==> config.mk <==
export PLATFORM = sky130hd
export DESIGN_NAME = pipe_stage_skid
export DESIGN_NICKNAME = d
export VERILOG_FILES = /design/src/rtl/pipe_stage_skid.sv
export SDC_FILE = /design/constraint.sdc
export NUM_CORES = 1
export LEC_CHECK = 0
export ABC_AREA = 0
export CAP_MARGIN = 20
export CELL_PAD_IN_SITES_DETAIL_PLACEMENT = 1
export CELL_PAD_IN_SITES_GLOBAL_PLACEMENT = 2
export CORE_UTILIZATION = 27
export CTS_BUF_LIST = sky130_fd_sc_hd__clkbuf_8
export DETAILED_ROUTE_END_ITERATION = 8
export PLACE_DENSITY_LB_ADDON = 0.1
export SYNTH_ARGS = -nofsm -noshare
export SYNTH_HDL_FRONTEND = slang
export SYNTH_SLANG_ARGS = --single-unit
==> constraint.sdc <==
create_clock -name clk -period 1.5 [get_ports clk]
set_input_delay 0.15 -clock clk [delete_from_list [all_inputs] [get_ports clk]]
set_output_delay 0.15 -clock clk [all_outputs]
set_load 0.01 [all_outputs]
==> src/rtl/pipe_stage_skid.sv <==
// Generic pipeline stage register with valid/ready handshake and one-entry skid.
// Optional stall counter: define PIPE_STAGE_SKID_STALL_CNT_EN.
module pipe_stage_skid #(
  parameter int unsigned       DATA_W   = 32,
  parameter logic [DATA_W-1:0] RST_DATA = {DATA_W{1'b0}},
  parameter int unsigned       CNT_W    = 16
) (
  input  logic              clk,
  input  logic              rst,
  input  logic              flush,
  input  logic              s_valid,
  output logic              s_ready,
  input  logic [DATA_W-1:0] s_data,
  output logic              m_valid,
  input  logic              m_ready,
  output logic [DATA_W-1:0] m_data,
  output logic [CNT_W-1:0]  stall_cnt
);

  // Encoding is {m_valid, skid_valid}; 2'b01 is unreachable.
  typedef enum logic [1:0] {
    EMPTY = 2'b00,
    FULL  = 2'b10,
    SKID  = 2'b11
  } state_e;

  state_e            state_q, state_d;
  logic [DATA_W-1:0] main_q, main_d;
  logic [DATA_W-1:0] skid_q, skid_d;
  logic              skid_valid;

  assign m_valid    = state_q[1];
  assign skid_valid = state_q[0];
  assign s_ready    = ~skid_valid;
  assign m_data     = main_q;

  // Next state and payload moves; flush squashes everything held.
  always_comb begin
    state_d = state_q;
    main_d  = main_q;
    skid_d  = skid_q;
    if (flush) begin
      state_d = EMPTY;
      main_d  = RST_DATA;
      skid_d  = RST_DATA;
    end else begin
      unique case (state_q)
        EMPTY: begin
          if (s_valid) begin
            main_d  = s_data;
            state_d = FULL;
          end
        end
        FULL: begin
          if (m_ready && s_valid) begin
            main_d = s_data;
          end else if (m_ready) begin
            main_d  = RST_DATA;
            state_d = EMPTY;
          end else if (s_valid) begin
            skid_d  = s_data;
            state_d = SKID;
          end
        end
        SKID: begin
          if (m_ready) begin
            main_d  = skid_q;
            skid_d  = RST_DATA;
            state_d = FULL;
          end
        end
        default: begin
          state_d = EMPTY;
          main_d  = RST_DATA;
          skid_d  = RST_DATA;
        end
      endcase
    end
  end

  // State and payload registers.
  always_ff @(posedge clk) begin
    if (rst) begin
      state_q <= EMPTY;
      main_q  <= RST_DATA;
      skid_q  <= RST_DATA;
    end else begin
      state_q <= state_d;
      main_q  <= main_d;
      skid_q  <= skid_d;
    end
  end

  // A held skid entry without a valid main entry would break ordering.
  a_no_orphan_skid: assert property (
    @(posedge clk) disable iff (rst) !(!m_valid && skid_valid)
  );

`ifdef PIPE_STAGE_SKID_STALL_CNT_EN
  logic [CNT_W-1:0] cnt_q, cnt_d;

  // Saturating count of cycles the downstream stage refuses a payload.
  always_comb begin
    cnt_d = cnt_q;
    if (!flush && m_valid && !m_ready &&
        cnt_q != {CNT_W{1'b1}}) begin
      cnt_d = cnt_q + CNT_W'(1);
    end
  end

  // Counter register; only rst clears it.
  always_ff @(posedge clk) begin
    if (rst) cnt_q <= '0;
    else     cnt_q <= cnt_d;
  end

  assign stall_cnt = cnt_q;
`else
  assign stall_cnt = '0;
`endif

endmodule

# After elaboration in Yosys (flattened, before gate mapping)
# Cells that the tools add are included.
# Widths: inputs -> output; s select.
# totals
ff_bits,66
wordCells,34
in_bits,37
output_inout_bits,50
# classes
n_bitwise,2
reduce_logical,6
mux,14
eq_ne,9
# ops
op,n
$mux 32,6
$pmux 32 s3,2
$mux 2,5
$ne 2x2->1 const B,5
$ne 3x3->1 const B,2
$pmux 2 s3,1
$reduce_and 5->1,1
$eq 2x2->1 const B,2
$reduce_and 4->1,1
$reduce_and 3->1,1
$logic_not 2->1,1
$not 1->1,2
$reduce_or 2->1,1
$logic_and 1x1->1,1

# Logic depth before layout (Yosys ltp)
# Gate-level depths: netlist (run 1).
# logic_depth
word_depth,4
ltp_mapped,8
depth_no_buf,6

# Worst setup path after synthesis (run 1)
# No wires, ideal clock.
# synth_path
path_type,register -> register
startpoint,reg state_q[1]
endpoint,reg state_q[0]
n_path_buf,1
synth_period_minus_slack_ps,1678
stages_incl_launch_ff,8
setup_time_ps,70
t_arrival_ps,1608
slack_ps,-178
t_required_ps,1430
cell_sequence,dfxtp_1 > inv_1 > ha_1 > clkbuf_2 > nand2b_1 > nand2_1 > or4_1 > a21oi_1
# synth_via
elab_chain_cells,3
word_cells_on_any_way,9
cone_classes,6 x eq/ne; 1 x mux; 2 x reduce/logical
# synth_lines
item,line,text
start: declaration,27,"state_e state_q, state_d;"
start signal: assignment,88,state_q <= state_d;
$eq 2x2->1 or $logic_not 2->1 (tied branches),47,unique case (state_q)
$ne 3x3->1 (no source line) or $ne 2x2->1 (tied branches),n/a,
$reduce_and 4->1 (no source line),n/a,
# Parallel ways exist; a longest one is shown, timed or not.
# A chain may end at the register's enable or synchronous reset.

# Worst setup path after layout (run 1)
# layout_path
startpoint,reg state_q[0]
endpoint,reg skid_q[19]
# layout_via
elab_chain_cells,3
word_cells_on_any_way,10
cone_classes,6 x eq/ne; 1 x mux; 1 x bitwise; 2 x reduce/logical
# layout_lines
item,line,text
$eq 2x2->1 or $logic_not 2->1 (tied branches),47,
$ne 2x2->1 (no source line) or $not 1->1 (tied branches),n/a,
$reduce_and 5->1 (no source line),n/a,
end signal: assignment,90,skid_q <= skid_d;
end: declaration,29,"logic [DATA_W-1:0] skid_q, skid_d;"
# Parallel ways exist; a longest one is shown, timed or not.

==> run metrics, run 1 <==
DR vias/cell=roughly 4.9; DR WL met2=5.32 mm; Remaining Overflow, GRT=0; top-count cell post-synth=dfxtp_1; Top delay family on crit path=compound AO/OA/AOI/OAI gates; Ant. Diodes=0; Root Driver=clkbuf_8; max-slew violation count=0; number of CTS-inserted buffers=9; EDFF count, synth=0; largest net degree at the start of global routing=39; worst hold path type=input port to flop; Tcrit/Tclk final=105%; CTS tree=yes; H-tree depth=3; highest routed layer=met4; initial drt markers=105; PwrDens=around 830 nW/um^2; unrepaired setup endpoints after global routing=true; final hold viol count=0; CP max stage delay=roughly 400 ps; final setup vio count=65; Post-synth top flop=dfxtp_1; post-route ant nets=0; LEAKAGE=1.77 nW; met3 wire length=roughly 400 um; part of the Yosys area used for sequential elements=between 30% and 40%; violated checks=setup timing; full die area=approximately 13000 sq um; initial antenna violation count=0; WP data required=1770 ps; worst skew pair latency=between 300 and 400 ps; CP Buf/Inv Count=4; crit path cell chain=inv_6, ha_4, inv_4, buf_4, o2111a_4, buf_12, nand3_2, a21oi_2; Syn Std Cell Area=3440 sq um; Final WS setup=-78.4 ps; Reg clk slew, reported paths=80 ps; top cell type's share of synthesized area=38.4%; routed vias=3143; vias in the first global route=between 3000 and 4000; Syn Inst Count=roughly 380; CTS Hold Bufs=0; Synth async-reset ratio=0%; Layout Utilization=a little over two fifths; met1 wire length=5.34 mm; Overall Power=4.32 mW; Rows=40; DP HPWL=a little under 7 mm; crit path launch type=flop; Crit Path Class=flop to flop; GPL Wtd Cong=0.743; Post-Place Cells=612; max_cap viols=0; Tmin final=~1600 ps; Die Span X=roughly 110 um; Place WS=-218 ps; combinational family with the most area after synthesis=compound AO/OA/AOI/OAI gates; DR WL/cell=17.5 um; Worst Setup End Kind=flop; Fmax=approximately 630 MHz; Setup Skew=approximately 8.7 ps; top cells by count, synth=66 x dfxtp_1, 38 x a21oi_1, 34 x nand2_1; Sum Neg Setup Slack=-2220 ps; first-pass GRT wire length=17.2 mm; Layout area overhead=50.5%; Worst Path Arrival=1850 ps; Die H=115 um; Yosys top cell by area=dfxtp_1; CTS Buffer Depth=2; Synth cell types=30; synthesis-stage register bit count=66; Post-Synth Adder-Cell Area=between 1.5 and 2%; Port Buffers=70; drt first pass iters=5; GRT Total Usage=between 10% and 20%; Compound-Gate Fraction of Synth Area=a little under a third; Non-Filler Instances=around 640; routed wire length=around 11 mm; Simple-Gate Fraction of Synth Area=19.4%; clock sink total=66; post-synthesis mux area share=0%; slowest CP cell=dfxtp_4; status=finished with violations; Max FO, Critical Path=13; synth warn=0; layout cell share with drive strength beyond 1=approximately two fifths; DRC=0; Starting Density=28.2%; Max VDD drop=0.000370 V; # nets final=a little over 500; Area contributors post-synth=dfxtp_1 38%, nand3_2 9.0%, a22o_1 7.9%, a21oi_2 7.6%, o31ai_1 6.8%; xor/xnor share of the synthesized area=0%; # IOs=87; Avg Cell Area, Syn=around 9.1 sq um; area of the core=about 12000 sq um
## power breakdown
part,switching [mW],internal [mW]
Combinational,0.486,0.435
Clock,0.769,0.815
Sequential,0.0279,1.79
## worst paths after layout
check,to,depth (start not counted),start,slack (ps)
max,skid_q[19]$_SDFFE_PP0P_,8,state_q[0]$_SDFFE_PP0P_,-80
min,skid_q[18]$_SDFFE_PP0P_,3,s_data[18],440
max reg2reg,skid_q[19]$_SDFFE_PP0P_,8,state_q[0]$_SDFFE_PP0P_,-80
min reg2reg,skid_q[12]$_SDFFE_PP0P_,2,skid_q[12]$_SDFFE_PP0P_,460
## per-layer routing
metal | vias up | GRT usage [%]
li1 | 1522 | -
met1 | 1553 | 21.5
met2 | 60 | 28.0
met3 | 8 | 3.48
met4 | 0 | 5.80
met5 | - | 0
## worst register-to-register path, delay by kind of cell, from the launching register on
kind | cells | cell delay, ps
buffers and inverters | 4 | 380
AOI/OAI and AO/OA | 2 | 460
adders and majority gates | 1 | 160
and+or+nand+nor | 1 | 110
DFF | 1 | 400
## sequential cells by signal (all words and copies together) (netlist names)
register and cells:
m_data 32, skid_q 32, state_q 2
## repair_timing
action | in CTS | in global routing
setup buffers | 1 | 3
pin swaps | 2 | 15
endpoints found under the setup margin | 66 | 67
cloned | 0 | 4
resized for setup | 25 | 61
## logic make-up after synthesis
logic type      Yosys count
compound gates          138
simple gates            109
flops                    66
buf+inv                  60
fa+ha+maj                 5
other cells               1
## metrics by stage
| stage | instance area, sq um | hold slack (ps) |
|---|---|---|
| 6_report | 5180 | 436 |
| 5_1_grt | 5180 | 427 |
| 4_1_cts | 4810 | 417 |
| 3_5_place_dp | 4500 | 451 |
| 3_3_place_gp | 4500 | 439 |
| 2_1_floorplan | 3540 | 287 |
## layout by cell type (no fill, tap or decap), types with 2 or more instances in the layout
master           synthesis  final
conb_1                   1     16
a21oi_1                 38     23
nand2_1                 34     21
nand3_1                 33     33
a22o_1                  31     31
inv_4                    0      3
ha_4                     0      4
nand2_4                  0      6
buf_6                    0      4
nand2_2                  0      7
clkinvlp_4               0      2
o31ai_2                  0     24
clkbuf_8                 0     10
a21oi_2                 30     45
dfxtp_4                  0      2
o31ai_1                 31      7
nand3_2                 31     30
buf_4                   18     24
clkbuf_16                0      3
buf_12                   0     11
o21a_1                   2      2
dfxtp_1                 66     64
nand2b_1                 4      3
clkdlybuf4s50_1          0     70
## cell type report
class	instances	area [sq um]
inverters	5	28.8
multi-input cells	268	2180
clock inverters	6	65.1
repair buffers	113	1240
flip-flops and latches	66	1330
fillers	1397	7030
clock buffers	10	138
well taps	168	210
(Power assumes the default switching activity.)
==> run 2: changes to the inputs <==
--- a/config.mk
+++ b/config.mk
@@ -12,6 +12,7 @@
 export CORE_UTILIZATION = 27
 export CTS_BUF_LIST = sky130_fd_sc_hd__clkbuf_8
 export DETAILED_ROUTE_END_ITERATION = 8
+export GPL_ROUTABILITY_DRIVEN = 0
 export PLACE_DENSITY_LB_ADDON = 0.1
 export SYNTH_ARGS = -nofsm -noshare
 export SYNTH_HDL_FRONTEND = slang
==> constraint.sdc (replaced) <==
create_clock -name clk -period 1.31 [get_ports clk]
set_input_delay 0.131 -clock clk [delete_from_list [all_inputs] [get_ports clk]]
set_output_delay 0.131 -clock clk [all_outputs]
set_load 0.01 [all_outputs]
==> run 2 against run 1 <==
  * The flow still finishes with violations (setup timing)
  * Die area did not move
  * Setup slack got worse by 200 ps
  * Sequential power rose by 14%
  * Largest power group unchanged
  * Clock power rose by 14%
  * Routed wire length rose by 9.7%
  * Register-to-register slack got worse by 200 ps
  * Critical path depth rose by 1
  * Sequential share of layout area fell by 1.8 points
  * First-iteration DRC count fell by 7.6%
  * Non-clock buffer count rose by 18
==> run metrics, run 2 (synthesized netlist as in run 1, its figures left out) <==
Reg2Reg Setup Slack=-270 ps; Layout area overhead=61.7%; Remaining Overflow, GRT=0; max_cap viols=0; Final WS setup=-274 ps; source of the worst register-to-register timing path=state_q[1]$_SDFFE_PP0P_; Die H=approximately 110 um; Hold Slack=about 400 ps; final hold viol count=0; Design Area, Final=around 5600 sq um; Die Span X=about 110 um; crit path cell chain=inv_4, ha_4, inv_4, buf_6, o2111ai_4, buf_12, clkbuf_16, nand2_2, a21oi_2; CP max stage delay=between 400 and 500 ps; initial antenna violation count=0; Rows=40; CTS Hold Bufs=0; final setup vio count=66; worst skew pair latency=between 300 and 400 ps; Reg clk slew, reported paths=roughly 80 ps; Non-Filler Instances=around 660; WP data required=1560 ps; drt first pass iters=4; full die area=~13000 sq um; Setup Skew=approximately 9 ps; DP HPWL=approximately 7.4 mm; LEAKAGE=around 2.1 nW; Max VDD drop=~0.00041 V; Max FO, Critical Path=6; Worst Path Arrival=1830 ps; DRC=0; unrepaired setup endpoints after global routing=true; max-slew violation count=0; area of the core=roughly 12000 sq um; PwrDens=just over 900 nW/um^2; violated checks=setup timing; end of the critical path=skid_q[17]$_SDFFE_PP0P_; WHS Path Cells=3; Tcrit/Tclk final=121%; DR WL/cell=18.7 um; first-pass GRT wire length=approximately 19 mm; GRT Total Usage=a little under a fifth; Root Driver=clkbuf_8; Ant. Diodes=0; # nets final=524; number of CTS-inserted buffers=9; Reg-to-Reg End=skid_q[17]$_SDFFE_PP0P_; Post-Place Cells=~600; Starting Density=roughly 28%; Overall Power=roughly 5.0 mW; initial drt markers=97; post-route ant nets=0; Crit. Startpoint=state_q[1]$_SDFFE_PP0P_; crit path launch type=flop; R2R depth=9; Fmax=around 630 MHz; placed cell areas=4540 sq um; commonest non-fill, non-tap cell in the layout=dfxtp_1; Place WS=-531 ps; highest-count cells in the layout ignoring fill and taps=64 x dfxtp_1, 43 x a21oi_2, 36 x clkdlybuf4s50_1; DR vias/cell=just over 5; routed wire length=12.2 mm; CTS tree=yes; status=finished with violations; slowest CP cell=dfxtp_4; largest net degree at the start of global routing=38; Tmin final=1580 ps; clock sink total=66; Port Buffers=70; CP dominant cell by count=inv_4; vias in the first global route=about 3500; routed vias=between 3000 and 4000; layout cell share with drive strength beyond 1=approximately 48%; # IOs=87; CTS Buffer Depth=2; Crit Path Class=flop to flop; H-tree depth=3; Worst Setup End Kind=flop; worst hold path type=input port to flop
-- run 2: where the power goes --
| part | switching, mW | total [mW] | internal (mW) |
|---|---|---|---|
| registers | 0.0316 | 2.08 | 2.05 |
| logic | 0.628 | 1.16 | 0.530 |
| clock network | 0.837 | 1.80 | 0.961 |
-- run 2: final cells by class --
cell class / instances / area (sq um)
Inverter: 5 / 31.3
Clock inverter: 5 / 46.3
Fill cell: 1358 / 6650
Multi-Input combinational cell: 269 / 2410
Clock buffer: 11 / 151
Sequential cell: 66 / 1330
Timing Repair Buffer: 131 / 1390
Tap cell: 168 / 210
-- run 2: metrics by stage --
stage / utilization (%) / TNS [ps]
2_1_floorplan: - / -9640
3_3_place_gp: 37.2 / -27230
3_5_place_dp: 37.2 / -27860
4_1_cts: 43.1 / -14120
5_1_grt: 45.6 / -19140
6_report: 45.6 / -15190
-- run 2: what timing repair did --
item,4_1_cts,5_1_grt
cloned,4,2
resized for setup,126,49
pin swaps,13,32
setup buffers,15,1
setup endpoints to repair,100,67
-- run 2: critical path: cells and delay by family, from the launching register on --
kind / cells / cell delay, ps
buffers and inverters: 5 / 590
AND/OR/NAND/NOR: 1 / 70
adder cells (fa/ha/maj): 1 / 190
AO/OA/AOI/OAI: 2 / 190
flip-flops: 1 / 430
-- run 2: worst min path at each step --
stage	start	to
finish	s_data[0]	skid_q[0]$_SDFFE_PP0P_
floorplan	s_data[10]	skid_q[10]$_SDFFE_PP0P_
CTS	s_data[0]	skid_q[0]$_SDFFE_PP0P_
global route	s_data[0]	skid_q[0]$_SDFFE_PP0P_
global placement	skid_q[31]$_SDFFE_PP0P_	skid_q[31]$_SDFFE_PP0P_
detailed placement	skid_q[31]$_SDFFE_PP0P_	skid_q[31]$_SDFFE_PP0P_
-- run 2: layer usage --
metal	share of wire [%]	global-route usage [%]	vias up
li1	-	-	1569
met1	45	23.0	1656
met2	50	32.2	59
met3	3.4	4.11	17
met4	1.9	8.05	0
met5	0	0	-
